## config.mk

```make
export PLATFORM = sky130hd
export DESIGN_NAME = mic_datapath
export DESIGN_NICKNAME = d
export VERILOG_FILES = /design/src/rtl/mic_pkg.sv /design/src/rtl/mic_alu.sv /design/src/rtl/mic_datapath.sv
export SDC_FILE = /design/constraint.sdc
export NUM_CORES = 1
export LEC_CHECK = 0
export ABC_CLOCK_PERIOD_IN_PS = 7300
export CORE_AREA = 10 10 280 282
export DETAILED_ROUTE_END_ITERATION = 8
export DIE_AREA = 0 0 290 292
export PLACE_DENSITY_LB_ADDON = 0.3
export SYNTH_ARGS = -nofsm -noshare
export SYNTH_HDL_FRONTEND = slang
export SYNTH_SLANG_ARGS = --single-unit
```

## constraint.sdc

```tcl
create_clock -name clk -period 7.3 [get_ports clk]
set_input_delay 0.73 -clock clk [delete_from_list [all_inputs] [get_ports clk]]
set_output_delay 0.73 -clock clk [all_outputs]
set_load 0.01 [all_outputs]
```

## src/rtl/mic_pkg.sv

```systemverilog
// Shared widths, microinstruction layout and B-bus encoding for the Mic-1 datapath.
package mic_pkg;
  localparam int WORD  = 32;
  localparam int NBITS = 32;
  localparam int ALU   = 8;
  localparam int C     = 9;
  localparam int MEM   = 3;
  localparam int B     = 4;
  localparam int UI_W  = ALU + C + MEM + B;

  localparam int B_LSB   = 0;
  localparam int MEM_LSB = B;
  localparam int C_LSB   = MEM + B;
  localparam int ALU_LSB = C + MEM + B;

  // Register file slots line up with the C-bus enable bit positions.
  localparam int R_MAR = 0;
  localparam int R_MDR = 1;
  localparam int R_PC  = 2;
  localparam int R_SP  = 3;
  localparam int R_LV  = 4;
  localparam int R_CPP = 5;
  localparam int R_TOS = 6;
  localparam int R_OPC = 7;
  localparam int R_H   = 8;
  localparam int NREG  = C;

  typedef enum logic [B-1:0] {
    B_MDR  = 4'd0,
    B_PC   = 4'd1,
    B_MBR  = 4'd2,
    B_MBRU = 4'd3,
    B_SP   = 4'd4,
    B_LV   = 4'd5,
    B_CPP  = 4'd6,
    B_TOS  = 4'd7,
    B_OPC  = 4'd8
  } bsel_e;

  typedef struct packed {
    logic sll8;
    logic sra1;
    logic f0;
    logic f1;
    logic ena;
    logic enb;
    logic inva;
    logic inc;
  } alu_ctl_t;

  typedef struct packed {
    alu_ctl_t     alu;
    logic [C-1:0] c_en;
    logic         write;
    logic         read;
    logic         fetch;
    logic [B-1:0] bsel;
  } uinst_t;

  function automatic logic [WORD-1:0] sext8(input logic [7:0] v);
    return {{(WORD-8){v[7]}}, v};
  endfunction
endpackage

```

## src/rtl/mic_alu.sv

```systemverilog
// Combinational ALU and shifter; flags come from the pre-shift ALU result.
module mic_alu
  import mic_pkg::*;
(
  input  alu_ctl_t        ctl,
  input  logic [WORD-1:0] h,
  input  logic [WORD-1:0] bbus,
  output logic [WORD-1:0] c_bus,
  output logic            n_next,
  output logic            z_next
);
  logic [WORD-1:0] a, bv, f, s;

  always_comb begin
    a = ctl.ena ? h : '0;
    if (ctl.inva) a = ~a;
    bv = ctl.enb ? bbus : '0;
    case ({ctl.f0, ctl.f1})
      2'b00:   f = a & bv;
      2'b01:   f = a | bv;
      2'b10:   f = ~bv;
      default: f = a + bv + {{(WORD-1){1'b0}}, ctl.inc};
    endcase
    s = ctl.sll8 ? (f << 8) : f;
    if (ctl.sra1) s = {s[WORD-1], s[WORD-1:1]};
  end

  assign c_bus  = s;
  assign n_next = f[WORD-1];
  assign z_next = (f == '0);
endmodule

```

## src/rtl/mic_datapath.sv

```systemverilog
// Mic-1 datapath: register file, B mux, ALU/shifter writeback, flags and memory port.
module mic_datapath
  import mic_pkg::*;
(
  input  logic             clk,
  input  logic             reset,
  input  logic [UI_W-1:0]  microinst,
  input  logic [WORD-1:0]  mem_in,
  output logic             n,
  output logic             z,
  output logic [NBITS-1:0] mem_addr,
  output logic [WORD-1:0]  mem_out,
  output logic             write_enb
);
  uinst_t ui;
  assign ui = uinst_t'(microinst);

  logic [NREG-1:0][WORD-1:0] rf;
  logic [7:0]                mbr;
  logic [WORD-1:0]           bbus, c_bus;
  logic                      n_next, z_next;
  logic                      rd_en, fetch_en;

  assign rd_en    = ui.read & ~ui.write;
  assign fetch_en = ui.fetch & ~ui.read & ~ui.write;

  always_comb begin
    case (ui.bsel)
      B_MDR:   bbus = rf[R_MDR];
      B_PC:    bbus = rf[R_PC];
      B_MBR:   bbus = sext8(mbr);
      B_MBRU:  bbus = {{(WORD-8){1'b0}}, mbr};
      B_SP:    bbus = rf[R_SP];
      B_LV:    bbus = rf[R_LV];
      B_CPP:   bbus = rf[R_CPP];
      B_TOS:   bbus = rf[R_TOS];
      B_OPC:   bbus = rf[R_OPC];
      default: bbus = '0;
    endcase
  end

  mic_alu u_alu (
    .ctl    (ui.alu),
    .h      (rf[R_H]),
    .bbus   (bbus),
    .c_bus  (c_bus),
    .n_next (n_next),
    .z_next (z_next)
  );

  // A memory read into MDR overrides a C-bus write to MDR in the same cycle.
  always_ff @(posedge clk) begin
    if (reset) begin
      rf  <= '0;
      mbr <= '0;
      n   <= 1'b0;
      z   <= 1'b0;
    end else begin
      for (int i = 0; i < NREG; i++) begin
        if (i == R_MDR && rd_en) rf[i] <= mem_in;
        else if (ui.c_en[i])     rf[i] <= c_bus;
      end
      if (fetch_en) mbr <= mem_in[7:0];
      n <= n_next;
      z <= z_next;
    end
  end

  assign mem_addr  = (ui.read | ui.write) ? rf[R_MAR][NBITS-1:0] : rf[R_PC][NBITS-1:0];
  assign mem_out   = rf[R_MDR];
  assign write_enb = ui.write & ~reset;
endmodule

```

# Yosys cells after proc, flatten, opt, wreduce, memory -nomap -nowiden
# Index checks and enable logic that the tools add are counted.
# W data, S select, Z words.
dict set report op_classes {
  shifts 0
  n_mul 0
  n_eq_ne 10
  addsub 2
  n_lt_le_gt_ge 0
  reduce_logical 4
  mux 10
  n_div 0
  n_bitwise 12
}
# cell count
set op_table {}
lappend op_table {{$pmux W32 S9} 1}
lappend op_table {{$mux W32} 7}
lappend op_table {{$pmux W32 S3} 1}
lappend op_table {{$not A32 Y32} 2}
lappend op_table {{$add A32 B1 Y32} 1}
lappend op_table {{$add A32 B32 Y32} 1}
lappend op_table {{$and A32 B32 Y32} 1}
lappend op_table {{$logic_not A32 Y1} 1}
lappend op_table {{$or A32 B32 Y32} 1}
lappend op_table {{$mux W31} 1}
lappend op_table {{$eq A4 B3 Y1 const B} 4}
lappend op_table {{$eq A4 B2 Y1 const B} 2}
lappend op_table {{$and A1 B1 Y1} 4}
lappend op_table {{$eq A4 B1 Y1 const B} 1}
lappend op_table {{$eq A4 B4 Y1 const B} 1}
lappend op_table {{$logic_not A4 Y1} 1}
lappend op_table {{$not A1 Y1} 3}
lappend op_table {{$eq A2 B1 Y1 const B} 1}
lappend op_table {{$eq A2 B2 Y1 const B} 1}
lappend op_table {{$logic_not A2 Y1} 1}
lappend op_table {{$reduce_bool A2 Y1} 1}
lappend op_table {{$or A1 B1 Y1} 1}
dict set report word_totals {
  ram_bits 0
  mem_count 0
  elab_cells 50
  latchBits 0
  regBits 298
  inputBits 58
  out_inout_bits 67
  rom_bits 0
}

# Longest topological paths before layout
dict set report logic_depth {
  word_depth 10
  mapped_depth 24
  depth_no_buf 19
}

# Cells and area by module
# A second synthesis with hierarchy kept.
dict set report hier_totals {
  cells_unflattened 2091
  area_unflattened_um2 17932.2
}
# mod seq_area_each_um2 cells_per_inst n_inst area_each_um2
set modules_own_cells {}
lappend modules_own_cells {mic_datapath 5965.7 1398 1 13424.1}
lappend modules_own_cells {mic_alu 0.0 693 1 4508.1}

# Worst setup path before layout
# No wires, ideal clock.
dict set report synth_path {
  kind {input to register}
  startpoint {input microinst[2]}
  endpoint {register rf[122] (netlist bit)}
  slack_ps 1834
  required_time_ps 7172
  arrival_time_ps 5338
  setup_time_ps 128
  path_stages 22
  n_path_buf 4
  path_cell_list {buf_6 > buf_6 > clkbuf_1 > clkbuf_1 > a32oi_1 > o211a_1 > o22ai_1 > nand2_1 > inv_1 > fa_1 > inv_1 > fa_1 > nor2b_1 > o2111ai_1 > a2111oi_1 > o2111a_1 > nor2_1 > xnor2_1 > mux4_2 > mux4_2 > mux2i_1 > nor2_1}
}
dict set report synth_via {
  elab_chain_cells 8
  elab_cells_between_ends 19
  cone_classes {add/sub (2); eq/ne (8); mux (5); bitwise (3); reduce/logical (1)}
}
# item line
set synth_lines {}
lappend synth_lines {{start: declaration} mic_datapath.sv:7} ;# input logic [UI_W-1:0] microinst,
lappend synth_lines {{$eq A4 B4 Y1 (tied with other cells)} mic_datapath.sv:28} ;# case (ui.bsel)
lappend synth_lines {{$pmux W32 S9 *} mic_datapath.sv:28}
lappend synth_lines {{$mux W32 *} mic_alu.sv:17} ;# bv = ctl.enb ? bbus : '0;
lappend synth_lines {{$add A32 B32 Y32} mic_alu.sv:22} ;# default: f = a + bv + {{(WORD-1){1'b0}}, ctl.inc};
lappend synth_lines {{$add A32 B1 Y32} mic_alu.sv:22}
lappend synth_lines {{$pmux W32 S3 *} mic_alu.sv:18} ;# case ({ctl.f0, ctl.f1})
lappend synth_lines {{$mux W32 *} mic_alu.sv:24} ;# s = ctl.sll8 ? (f << 8) : f;
lappend synth_lines {{$mux W31 *} mic_alu.sv:25} ;# if (ctl.sra1) s = {s[WORD-1], s[WORD-1:1]};
lappend synth_lines {{end signal: indexed assignment} mic_datapath.sv:60} ;# if (i == R_MDR && rd_en) rf[i] <= mem_in;
lappend synth_lines {{end signal: indexed assignment} mic_datapath.sv:61} ;# else if (ui.c_en[i]) rf[i] <= c_bus;
lappend synth_lines {{end: declaration} mic_datapath.sv:18} ;# logic [NREG-1:0][WORD-1:0] rf;
# Every way passes the cells marked *; elsewhere a longest branch is shown, timed or not.
# A chain may end at the register's enable or synchronous reset.

# Worst setup path after layout
dict set report layout_path {
  startpoint {input microinst[1]}
  endpoint {register rf[255] (netlist bit)}
}
dict set report layout_via {
  elab_chain_cells 7
  elab_cells_between_ends 18
  cone_classes {add/sub (2); eq/ne (8); mux (4); bitwise (3); reduce/logical (1)}
}
# item line
set layout_lines {}
lappend layout_lines {{$eq A4 B4 Y1 (tied with other cells)} mic_datapath.sv:28}
lappend layout_lines {{$pmux W32 S9 *} mic_datapath.sv:28}
lappend layout_lines {{$mux W32 *} mic_alu.sv:17}
lappend layout_lines {{$add A32 B32 Y32} mic_alu.sv:22}
lappend layout_lines {{$add A32 B1 Y32} mic_alu.sv:22}
lappend layout_lines {{$pmux W32 S3 *} mic_alu.sv:18}
lappend layout_lines {{$mux W32 *} mic_alu.sv:24}
# Marked as above.

==> results.txt <==
* VDD IR-drop max: 0.164 mV
- Average wire length per cell after detail routing: 22.0 um
- Wire length of the first global-routing pass: 105000 um
- Synthesized instance count: 2214
- Number of maximum-capacitance violations: 0
* Pleak: 8.32 nW
* Number of I/O pins: 125
- The path class of the tightest hold or removal check is reg -> reg.
* First-pass iteration count of the detailed router: 5
* Number of antenna violations at the first check in global routing: 2
- The initialized floorplan defines 99 standard-cell rows.
* Element type at the critical path end: register
- Detailed placement ended at an HPWL of 51500 um.
- In this run the vertical extent of the chip is 292 um.
- Across all layers, the routed design uses 16600 vias.
- Number of port buffers: 124
- Max Root-Sink Buffers: 3
- At the pin with the least slew margin, the transition time is ~1.2 ns.
- During synthesis, Yosys emitted a total of 0 warnings.
* Fraction of registers with async set or reset after synthesis: 0%
- In this run the biggest area consumer among cell types represents 33.0% of the synthesized area.
- CTS Sinks: roughly 300
- Clock tree from TritonCTS: built
- Each instance of the synthesized netlist takes up on average about 8 sq um.
* Design Power: 4.57 mW
* Die width: 290 um
- Min Hold Slack: 0.470 ns
- Vias in the first global route: 15600
- Relative to the synthesized area, the layout overhead comes to 16.3%.
* Master cell of the clock root buffer: clkbuf_16
- Post-route antenna net violation count: 0
* Post-synthesis register bit count: 298
* Syn nets: around 2300
* Final Hold Violating Endpoints: 0
- The mapped netlist covers between 0.015 and 0.02 sq mm.
* PwrDens: 218 mW/mm^2
- Maximum number of pins on one net before global-route repair: just over 80
* Count of hold buffers inserted by post-cts repair: 0
- Share of layout cells above drive strength 1: 9.13%
- Setup repair after global routing left no endpoint under its margin.
- For this run the aggregate overflow at the end of global routing stands at 0.
* Via-per-instance ratio: roughly 5.2
* Startpoint types: input port
* Number of fillers in the final layout: between 7000 and 8000
* Starting density of the core: 24.9%
* Max Fanout on Critical Path: 19
* Part of the cycle the worst path needs: 86.7%
- Buffers and inverters on the worst path: 3
* Commonest cells in the netlist: nor2_1 (347), dfxtp_1 (298), mux2i_1 (187)
* WP data arrival: about 6.8 ns
- The largest single stage delay on the critical path is 0.90 ns.
- After synthesis, the netlist uses 91 different library cells.
* Die Area: 0.0847 sq mm
- The final count of pins violating max slew came to 0.
- CTS H-tree depth: 1
- Clock tree skew after final layout: 0.0184 ns
- Dominant cell type by area after synthesis: dfxtp_1
- Final sum of negative setup slack: 0 ns
* Drt first-iter violations: 1438
- Count of flip-flops with a built-in enable after synthesis: 0
- For this run, the leading register cell type out of synthesis is dfxtp_1.
* Clock transition at the register clock pins on the worst setup and hold paths after CTS: about 0.07 ns
* Number of nets in the final layout: about 2300
- Worst slew margin relative to its limit: between 20% and 30%
- Tot GR Track Use: 15.7%
- At the worst endpoint, the required time is 7.72 ns.
* Post-synthesis sequential area ratio: 33.0%
- Post-CTS setup-driven buffer insertion count: 0
* Core ar.: 0.0726 sq mm
* Routability congestion estimate from global placement: 0.866
- Counting the buffers created by CTS gives 29.
- Clock latency on the worst-skew pair: 0.57 ns
- Number of remaining DRC errors: 0
- For this run, the top clock speed supported by timing is between 0.15 and 0.2 GHz.
- The repair_antennas step left the layout with diodes totalling 0.
- The flow ran to the end, and the final reports show no timing, DRC or antenna violations.
- Final critical-path required period: around 6.3 ns
- Setup violations remaining at the end of the flow were counted as 0.
- On the critical path, the stage with the largest delay is an instance of clkdlybuf4s50_1.
* Critical path's top delay family: compound AO/OA/AOI/OAI gates
* Cells traversed along the worst timing path: clkdlybuf4s50_1 > or3_1 > buf_4 > o22ai_1 > a2111oi_0 > buf_4 > nor2_1 > ha_1 > nand2_1 > a211o_1 > a31oi_1 > a31oi_1 > and4_1 > nor3_1 > a21oi_1 > mux2i_1 > nor2_1
- Sorting the synthesized cells by area gives the leading types as dfxtp_1 (33%), mux2i_1 (10%), nor2_1 (7.2%).
* Cell with the most instances after synthesis: nor2_1
- Wires add up to about 70000 um.
- Total of cells resized after clock tree synthesis: 0
- The worst setup path is of the in -> reg kind.
[cell families after synthesis]
kind of cell / after synthesis / share of synthesized area [%]
AND/OR/NAND/NOR: 689 / 17.3
AO/OA/AOI/OAI: 566 / 21.2
adder cells (fa/ha/maj): 66 / 4.65
multiplexers: 245 / 14.3
flip-flops: 298 / 33.0
XOR/XNOR: 47 / 2.28
buffers and inverters: 303 / 7.23
[through the flow]
step / area, sq um / worst slack [ns] / instances / utilization [%]
4_1_cts: 21000 / 1.09 / 3193 / 28.9
6_report: 21000 / 0.973 / 3193 / 28.9
3_5_place_dp: 20000 / 0.496 / 3141 / 27.5
3_3_place_gp: 20000 / 0.558 / 3141 / 27.5
5_1_grt: 21000 / 0.652 / 3193 / 28.9
2_1_floorplan: 18100 / 1.83 / 2214 / -
[layer usage]
layer / track usage (%) / vias to the layer above / share of wire [%]
met5: 0 / - / 0.018
met3: 1.98 / 87 / 5.2
met1: 21.8 / 8145 / 48
li1: - / 7858 / -
met4: 4.66 / 2 / 2.6
met2: 24.8 / 502 / 45
[state kept, by name (all words and copies together) (netlist names)]
register  count
mem_out      32
mbr           8
n             1
z             1
rf          256
[cells in the final DEF (no fill, tap or decap), types with 7 or more instances in the layout]
| master | Yosys | final |
|---|---|---|
| a21oi_1 | 113 | 113 |
| o221ai_1 | 10 | 10 |
| nor2_1 | 347 | 345 |
| nand2_1 | 157 | 157 |
| nor2b_1 | 11 | 10 |
| mux2_2 | 51 | 51 |
| a311oi_1 | 10 | 10 |
| o211ai_1 | 12 | 12 |
| and2_1 | 7 | 7 |
| nand3_1 | 22 | 22 |
| mux2i_1 | 187 | 187 |
| a211o_1 | 9 | 9 |
| o21ai_0 | 77 | 77 |
| clkbuf_16 | 0 | 29 |
| inv_1 | 82 | 82 |
| ha_1 | 64 | 64 |
| nor3_1 | 22 | 22 |
| clkbuf_8 | 0 | 10 |
| xnor2_1 | 42 | 42 |
| a211oi_1 | 133 | 133 |
| nand3b_1 | 18 | 18 |
| o22ai_1 | 43 | 43 |
| nand2b_1 | 20 | 20 |
| clkdlybuf4s50_1 | 0 | 110 |
| o21a_1 | 9 | 9 |
| buf_4 | 33 | 59 |
| a22oi_1 | 22 | 22 |
| nor4_1 | 10 | 10 |
| buf_2 | 24 | 13 |
| a31oi_1 | 17 | 17 |
| a2bb2oi_1 | 7 | 7 |
| o21ai_1 | 12 | 12 |
| nor3b_1 | 9 | 9 |
| a21o_1 | 29 | 29 |
| o31ai_1 | 8 | 8 |
| dfxtp_1 | 298 | 298 |
| nand4_1 | 18 | 18 |
| and4_1 | 9 | 9 |
[worst paths after layout]
path           startpoint     endpoint  slack, ns  depth (start not counted)
max          microinst[1]      rf[255]       0.97                         17
min                mbr[1]       mbr[1]       0.47                          2
max reg2reg   mem_out[12]  mem_out[25]       2.08                         17
min reg2reg        mbr[1]       mbr[1]       0.47                          2
[cell type report]
class                   count  area, sq um  share of cell area [%]
repair buffers            186         1680                    8.02
multi-input cells        1613        10800                    51.5
flip-flops and latches    298         5970                    28.4
clock inverters             7          138                   0.655
clock buffers              45          886                    4.22
well taps                 959         1200                    5.71
inverters                  85          319                    1.52
[report_power, final]
| part | total (mW) | internal (mW) | leakage, nW | switching (mW) |
|---|---|---|---|---|
| Sequential | 1.86 | 1.77 | 2.47 | 0.0943 |
| Combinational | 1.08 | 0.414 | 5.36 | 0.669 |
| Clock | 1.63 | 0.970 | 0.501 | 0.656 |
[tightest hold or removal path: cells and delay by family, from the launching register on]
kind	cells	cell delay (ns)
AO/OA/AOI/OAI	1	0.06
AND/OR/NAND/NOR	1	0.05
flip-flops	1	0.32
Note: power is estimated with default switching activity, not from simulation.
